`src/rtl/debounce_edge_pio.sv`:
```
// debounce_edge_pio
//
// Input PIO for the HPS lightweight bridge. Each of WIDTH raw input channels passes through a
// two-flop synchroniser and a per-channel debounce counter. An accepted edge of the selected
// polarity sets a sticky capture bit. Registers are reached over a 4-word Avalon-MM slave.
//
// Parameters:
//   WIDTH            number of input channels (1..32)
//   DEBOUNCE_CYCLES  cycles a new level must hold before it is accepted (>= 2)
//   EDGE_TYPE        0 rising, 1 falling, 2 either
//   RESET_VALUE      reset level of the synchroniser and debounced state
//
// Optional feature macro: DEBOUNCE_EDGE_PIO_IRQ_EN
//   defined     MASK register and level interrupt irq = registered |(capture & mask)
//   undefined   MASK reads 0 and ignores writes, irq tied to 0; capture/W1C still work
//
// Ports:
//   clk_clk        system clock, rising edge
//   reset_reset_n  asynchronous active-low reset
//   pio_in         raw asynchronous inputs
//   address        word address: 0 DATA (RO), 1 MASK (RW), 2 EDGE (W1C), 3 RAW (RO)
//   read, write    Avalon-MM strobes
//   writedata      write data
//   readdata       registered read data (1-cycle latency, held between reads)
//   irq            level interrupt

module debounce_edge_pio #(
   parameter int unsigned       WIDTH           = 4,
   parameter int unsigned       DEBOUNCE_CYCLES = 50000,
   parameter int unsigned       EDGE_TYPE       = 1,
   parameter logic [WIDTH-1:0]  RESET_VALUE     = '1
) (
   input  logic             clk_clk,
   input  logic             reset_reset_n,
   input  logic [WIDTH-1:0] pio_in,
   input  logic [1:0]       address,
   input  logic             read,
   input  logic             write,
   input  logic [31:0]      writedata,
   output logic [31:0]      readdata,
   output logic             irq
);

   localparam int unsigned    CW      = $clog2(DEBOUNCE_CYCLES);
   localparam logic [CW-1:0]  CNT_MAX = CW'(DEBOUNCE_CYCLES - 1);

   logic [WIDTH-1:0] sync1_q;
   logic [WIDTH-1:0] s_q;
   logic [WIDTH-1:0] stable_q, stable_d;
   logic [CW-1:0]    cnt_q [WIDTH];
   logic [CW-1:0]    cnt_d [WIDTH];
   logic [WIDTH-1:0] capture_q, capture_d;
   logic [WIDTH-1:0] edge_set;
   logic [WIDTH-1:0] edge_clr;
   logic [WIDTH-1:0] mask_val;
   logic [WIDTH-1:0] wd_bits;
   logic [31:0]      rd_val;
   logic [31:0]      readdata_q;

   assign wd_bits = writedata[WIDTH-1:0];

   // Upper write-data bits carry no register state.
   logic unused_wd;
   assign unused_wd = ^writedata;

   // Two-flop synchroniser.
   always_ff @(posedge clk_clk or negedge reset_reset_n) begin
      if (!reset_reset_n) begin
         sync1_q <= RESET_VALUE;
         s_q     <= RESET_VALUE;
      end else begin
         sync1_q <= pio_in;
         s_q     <= sync1_q;
      end
   end

   // Per-channel debounce: any sample equal to the accepted level restarts the count.
   always_comb begin
      stable_d = stable_q;
      for (int i = 0; i < WIDTH; i++) begin
         cnt_d[i] = cnt_q[i];
         if (s_q[i] == stable_q[i]) begin
            cnt_d[i] = '0;
         end else if (cnt_q[i] == CNT_MAX) begin
            stable_d[i] = s_q[i];
            cnt_d[i]    = '0;
         end else begin
            cnt_d[i] = cnt_q[i] + CW'(1);
         end
      end
   end

   always_ff @(posedge clk_clk or negedge reset_reset_n) begin
      if (!reset_reset_n) begin
         stable_q <= RESET_VALUE;
         for (int i = 0; i < WIDTH; i++) begin
            cnt_q[i] <= '0;
         end
      end else begin
         stable_q <= stable_d;
         cnt_q    <= cnt_d;
      end
   end

   // Edge detection on the debounced level, in the same cycle it updates.
   always_comb begin
      edge_set = '0;
      if (EDGE_TYPE == 0) begin
         edge_set = stable_d & ~stable_q;
      end else if (EDGE_TYPE == 1) begin
         edge_set = ~stable_d & stable_q;
      end else begin
         edge_set = stable_d ^ stable_q;
      end
   end

   // W1C clear; a coincident set wins.
   always_comb begin
      edge_clr = '0;
      if (write && (address == 2'd2)) begin
         edge_clr = wd_bits;
      end
      capture_d = (capture_q & ~edge_clr) | edge_set;
   end

   always_ff @(posedge clk_clk or negedge reset_reset_n) begin
      if (!reset_reset_n) begin
         capture_q <= '0;
      end else begin
         capture_q <= capture_d;
      end
   end

`ifdef DEBOUNCE_EDGE_PIO_IRQ_EN
   logic [WIDTH-1:0] mask_q;
   logic             irq_q;

   always_ff @(posedge clk_clk or negedge reset_reset_n) begin
      if (!reset_reset_n) begin
         mask_q <= '0;
         irq_q  <= 1'b0;
      end else begin
         if (write && (address == 2'd1)) begin
            mask_q <= wd_bits;
         end
         irq_q <= |(capture_q & mask_q);
      end
   end

   assign mask_val = mask_q;
   assign irq      = irq_q;
`else
   assign mask_val = '0;
   assign irq      = 1'b0;
`endif

   // Read mux sees pre-write state, so a simultaneous read returns the old value.
   always_comb begin
      rd_val = '0;
      case (address)
         2'd0:    rd_val = 32'(stable_q);
         2'd1:    rd_val = 32'(mask_val);
         2'd2:    rd_val = 32'(capture_q);
         default: rd_val = 32'(s_q);
      endcase
   end

   always_ff @(posedge clk_clk or negedge reset_reset_n) begin
      if (!reset_reset_n) begin
         readdata_q <= '0;
      end else if (read) begin
         readdata_q <= rd_val;
      end
   end

   assign readdata = readdata_q;

endmodule
```
`config.mk`:
```
export PLATFORM = sky130hd
export DESIGN_NAME = debounce_edge_pio
export DESIGN_NICKNAME = d
export VERILOG_FILES = /design/src/rtl/debounce_edge_pio.sv
export SDC_FILE = /design/constraint.sdc
export NUM_CORES = 1
export LEC_CHECK = 0
export BUFFER_PORTS_ARGS = -buffer_cell sky130_fd_sc_hd__buf_4
export CAP_MARGIN = 15
export CORE_AREA = 2 2 88 90
export DETAILED_ROUTE_END_ITERATION = 10
export DIE_AREA = 0 0 90 92
export GPL_TIMING_DRIVEN = 0
export PLACE_DENSITY = 0.89
export REMOVE_ABC_BUFFERS = 1
export SLEW_MARGIN = 0
export SYNTH_ARGS = -nofsm -noshare
export SYNTH_HDL_FRONTEND = slang
export SYNTH_SLANG_ARGS = --single-unit
```
`constraint.sdc`:
```
create_clock -name clk_clk -period 3.3 [get_ports clk_clk]
set_input_delay 0 -clock clk_clk [delete_from_list [all_inputs] [get_ports clk_clk]]
set_output_delay 0 -clock clk_clk [all_outputs]
set_load 0.03 [all_outputs]
```
==> out/qor.csv <==
stage,metric,value,unit
route,DR WL/cell,13.52,microns
global_routing,largest net degree at the start of global routing,85,
critical_path,Setup CP Type,reg2reg,
clocking,worst skew pair latency,0.35,ns
yosys,Mapped Area,4285,sq um
pwr,power density cells,409.0,nW/um^2
yosys,number of synthesized flops with an enable pin,0,
critical_path,crit path max fanout,16,
route,remaining antenna violation count,0,
layout,"commonest non-fill, non-tap cell in the layout",dfrtp_1,
outcome,status,"finished, final reports clean",
layout,Layout Cells excl Fill,548,
layout,n_diodes,0,
route,Post-route DRC,0,
placed_design,RePlAce Congestion,0.8572,
layout,Final #Nets,487,
sta,Tightest Pin Transition,1.092,ns
pwr,VDD IR max,0.2273,mV
layout,layout cell share with drive strength beyond 1,0.1794,
sta,Highest Clock Rate,0.4396,GHz
clocking,H-Tree Depth,3,
layout,area of the multi-input gates,1939,sq um
yosys,YS warnings,0,
yosys,Post-synth ARST share,1.000,
min_path,worst min-delay path class,in2reg,
placed_design,"worst slack, placed",1.025,ns
floorplanning,Core Rows,32,
critical_path,crit end category,flip-flop,
global_routing,initial antenna violation count,0,
clocking,CTS clock-pin slew for the worst setup and hold paths,0.09,ns
layout,area delta synth->final,8.642,%
floorplanning,Core Area,7447,sq um
sta,RSZ-0062 raised after global routing,no,
floorplanning,Top Ports,75,
yosys,Synth Area in Compound Gates,0.03912,
route,first-pass iteration count of the detailed router,4,
global_routing,Overflow after GRT,0,
clocking,Sink Count,84,
yosys,#FFs+latches synth,84,
route,via-per-instance ratio,5.365,
yosys,post-synthesis simple-gate area fraction,0.2327,
floorplanning,DIE HEIGHT,92,microns
flow_run,max-cap violations,0,
clocking,CTS tree,built,
placed_design,Port Buffers,17,
pwr,leakage,1.911,nW
sta,Slew Limit Fails,0,
layout,most frequent cells in the layout,"72 x dfrtp_1, 62 x nor2_1, 45 x xnor2_1, 29 x conb_1, 23 x nand3_1",
layout,fin util,0.6252,
layout,Seq. cell area,2117,sq um
yosys,mux contribution to synthesized area,0.02102,
clocking,setup bufs post-CTS,0,
clocking,Max Root-Sink Buffers,2,
yosys,"Distinct cells, synth",37,
critical_path,critical path launch point type,flip-flop,
clocking,cts bufs inserted,9,
yosys,main combinational cell family by area after synthesis,simple AND/OR/NAND/NOR gates,
placed_design,cell count after placement,521,
sta,final period utilization,0.6894,
clocking,Clock Tree Root,clkbuf_8,
sta,Slew HR,0.2696,
yosys,Syn Area/Cell,10.43,sq um
placed_design,hpwl dp,4941,microns
floorplanning,Die ar.,8280,sq um
yosys,Mapped Cells,411,
sta,min Tclk post-route,2.275,ns
yosys,register area share after synthesis,0.4940,
clocking,Hold Buf Count CTS,11,
floorplanning,Die W,90,microns
clocking,CTS resizes,0,
critical_path,R2R setup slack,1.03,ns
critical_path,worst path required time,3.50,ns
route,DRT iter0 DRCs,130,
floorplanning,Initial Util,0.5754,
global_routing,vias in the first global route,2840,
pwr,Pwr Total,1.904,mW
critical_path,CP arrival,2.47,ns
yosys,Adder-Cell Fraction of Synth Area,0.01168,
yosys,Synth Flop Type,dfrtp_1,
global_routing,gr usage total,0.1918,
route,Post-Route WL,7408,microns
yosys,Synth Area in XOR/XNOR,0.1226,
route,Vias,2940,
sta,Fin. Hold Viols,0,
sta,setup ws final,1.025,ns
sta,final setup fails,0,
sta,clock skew,0.01088,ns
sta,setup TNS,0,ns
global_routing,first-pass GRT wire length,12830,microns
layout,fillcell total,573,
[kinds of logic after synthesis]
group / count (synthesis)
other cells: 1
compound gates: 15
simple gates: 187
fa+ha+maj: 4
buf+inv: 52
flops: 84
xor+xnor: 60
mux: 8
[critical path, cell delays in order (launching register included)]
cell     delay, ns
dfrtp_1       0.41
ha_1          0.20
nand3_1       0.33
o41ai_4       1.05
nor2_1        0.13
[cells in the mapped netlist, drive strengths merged, types with 3 or more instances]
cell	count	area share
a32o	3	0.0070
nor2	82	0.084
and4	3	0.0064
nor3	12	0.014
xor2	15	0.031
o41ai	3	0.019
nor4	20	0.031
and3	3	0.0047
nand4b	4	0.0082
nand2	15	0.013
dfrtp	72	0.42
ha	4	0.012
clkbuf	3	0.0026
dfstp	12	0.074
nand3b	3	0.0061
inv	15	0.013
a22oi	4	0.0070
a21oi	4	0.0047
nand4	17	0.025
nand3	23	0.027
mux2	8	0.021
xnor2	45	0.092
buf	34	0.062
[metal layers]
metal / wire length [microns] / share of wire / vias to the layer above / GRT usage
met2: 3619 / 0.49 / 75 / 0.3114
li1: - / - / 1408 / -
met4: 146 / 0.020 / 0 / 0.08333
met3: 295 / 0.040 / 14 / 0.03451
met1: 3346 / 0.45 / 1443 / 0.2548
met5: 0 / 0 / - / 0
[final timing paths]
path,depth (start not counted),endpoint,from
max,4,cnt_q[21]$_DFF_PN0_,cnt_q[16]$_DFF_PN0_
min,3,capture_q[3]$_DFF_PN0_,write
min in group asynchronous,2,cnt_q[11]$_DFF_PN0_,reset_reset_n
max in group asynchronous,2,cnt_q[29]$_DFF_PN0_,reset_reset_n
max reg2reg,4,cnt_q[21]$_DFF_PN0_,cnt_q[16]$_DFF_PN0_
min reg2reg,0,s_q[0]$_DFF_PN1_,sync1_q[0]$_DFF_PN1_
[stage by stage]
| stage | hold WS [ns] | area [sq um] |
|---|---|---|
| 2_1_floorplan | -0.2956 | 4113 |
| 3_3_place_gp | 0.1105 | 4368 |
| 3_5_place_dp | 0.1103 | 4368 |
| 4_1_cts | 0.0007507 | 4656 |
| 5_1_grt | 0.01743 | 4656 |
| 6_report | 0.009364 | 4656 |
[layout make-up]
class / instances / share of cell area
tap: 102 / 0.02741
inverter: 15 / 0.01209
clock buffer: 12 / 0.03117
clock inverter: 4 / 0.006987
multi-input combinational: 303 / 0.4166
timing repair buffer: 28 / 0.05106
sequential: 84 / 0.4547
[state kept, by name, summed over array words and instances, names as in the netlist]
register / cells
cnt_q: 64
s_q: 4
readdata: 4
stable_q: 4
sync1_q: 4
capture_q: 4
[power breakdown]
part | total, mW | switching, mW | internal (mW)
registers | 1.07 | 0.0197 | 1.05
clock network | 0.668 | 0.369 | 0.299
logic | 0.162 | 0.114 | 0.0478
total | 1.90 | 0.503 | 1.40
Power figures use the tool's default switching activity.
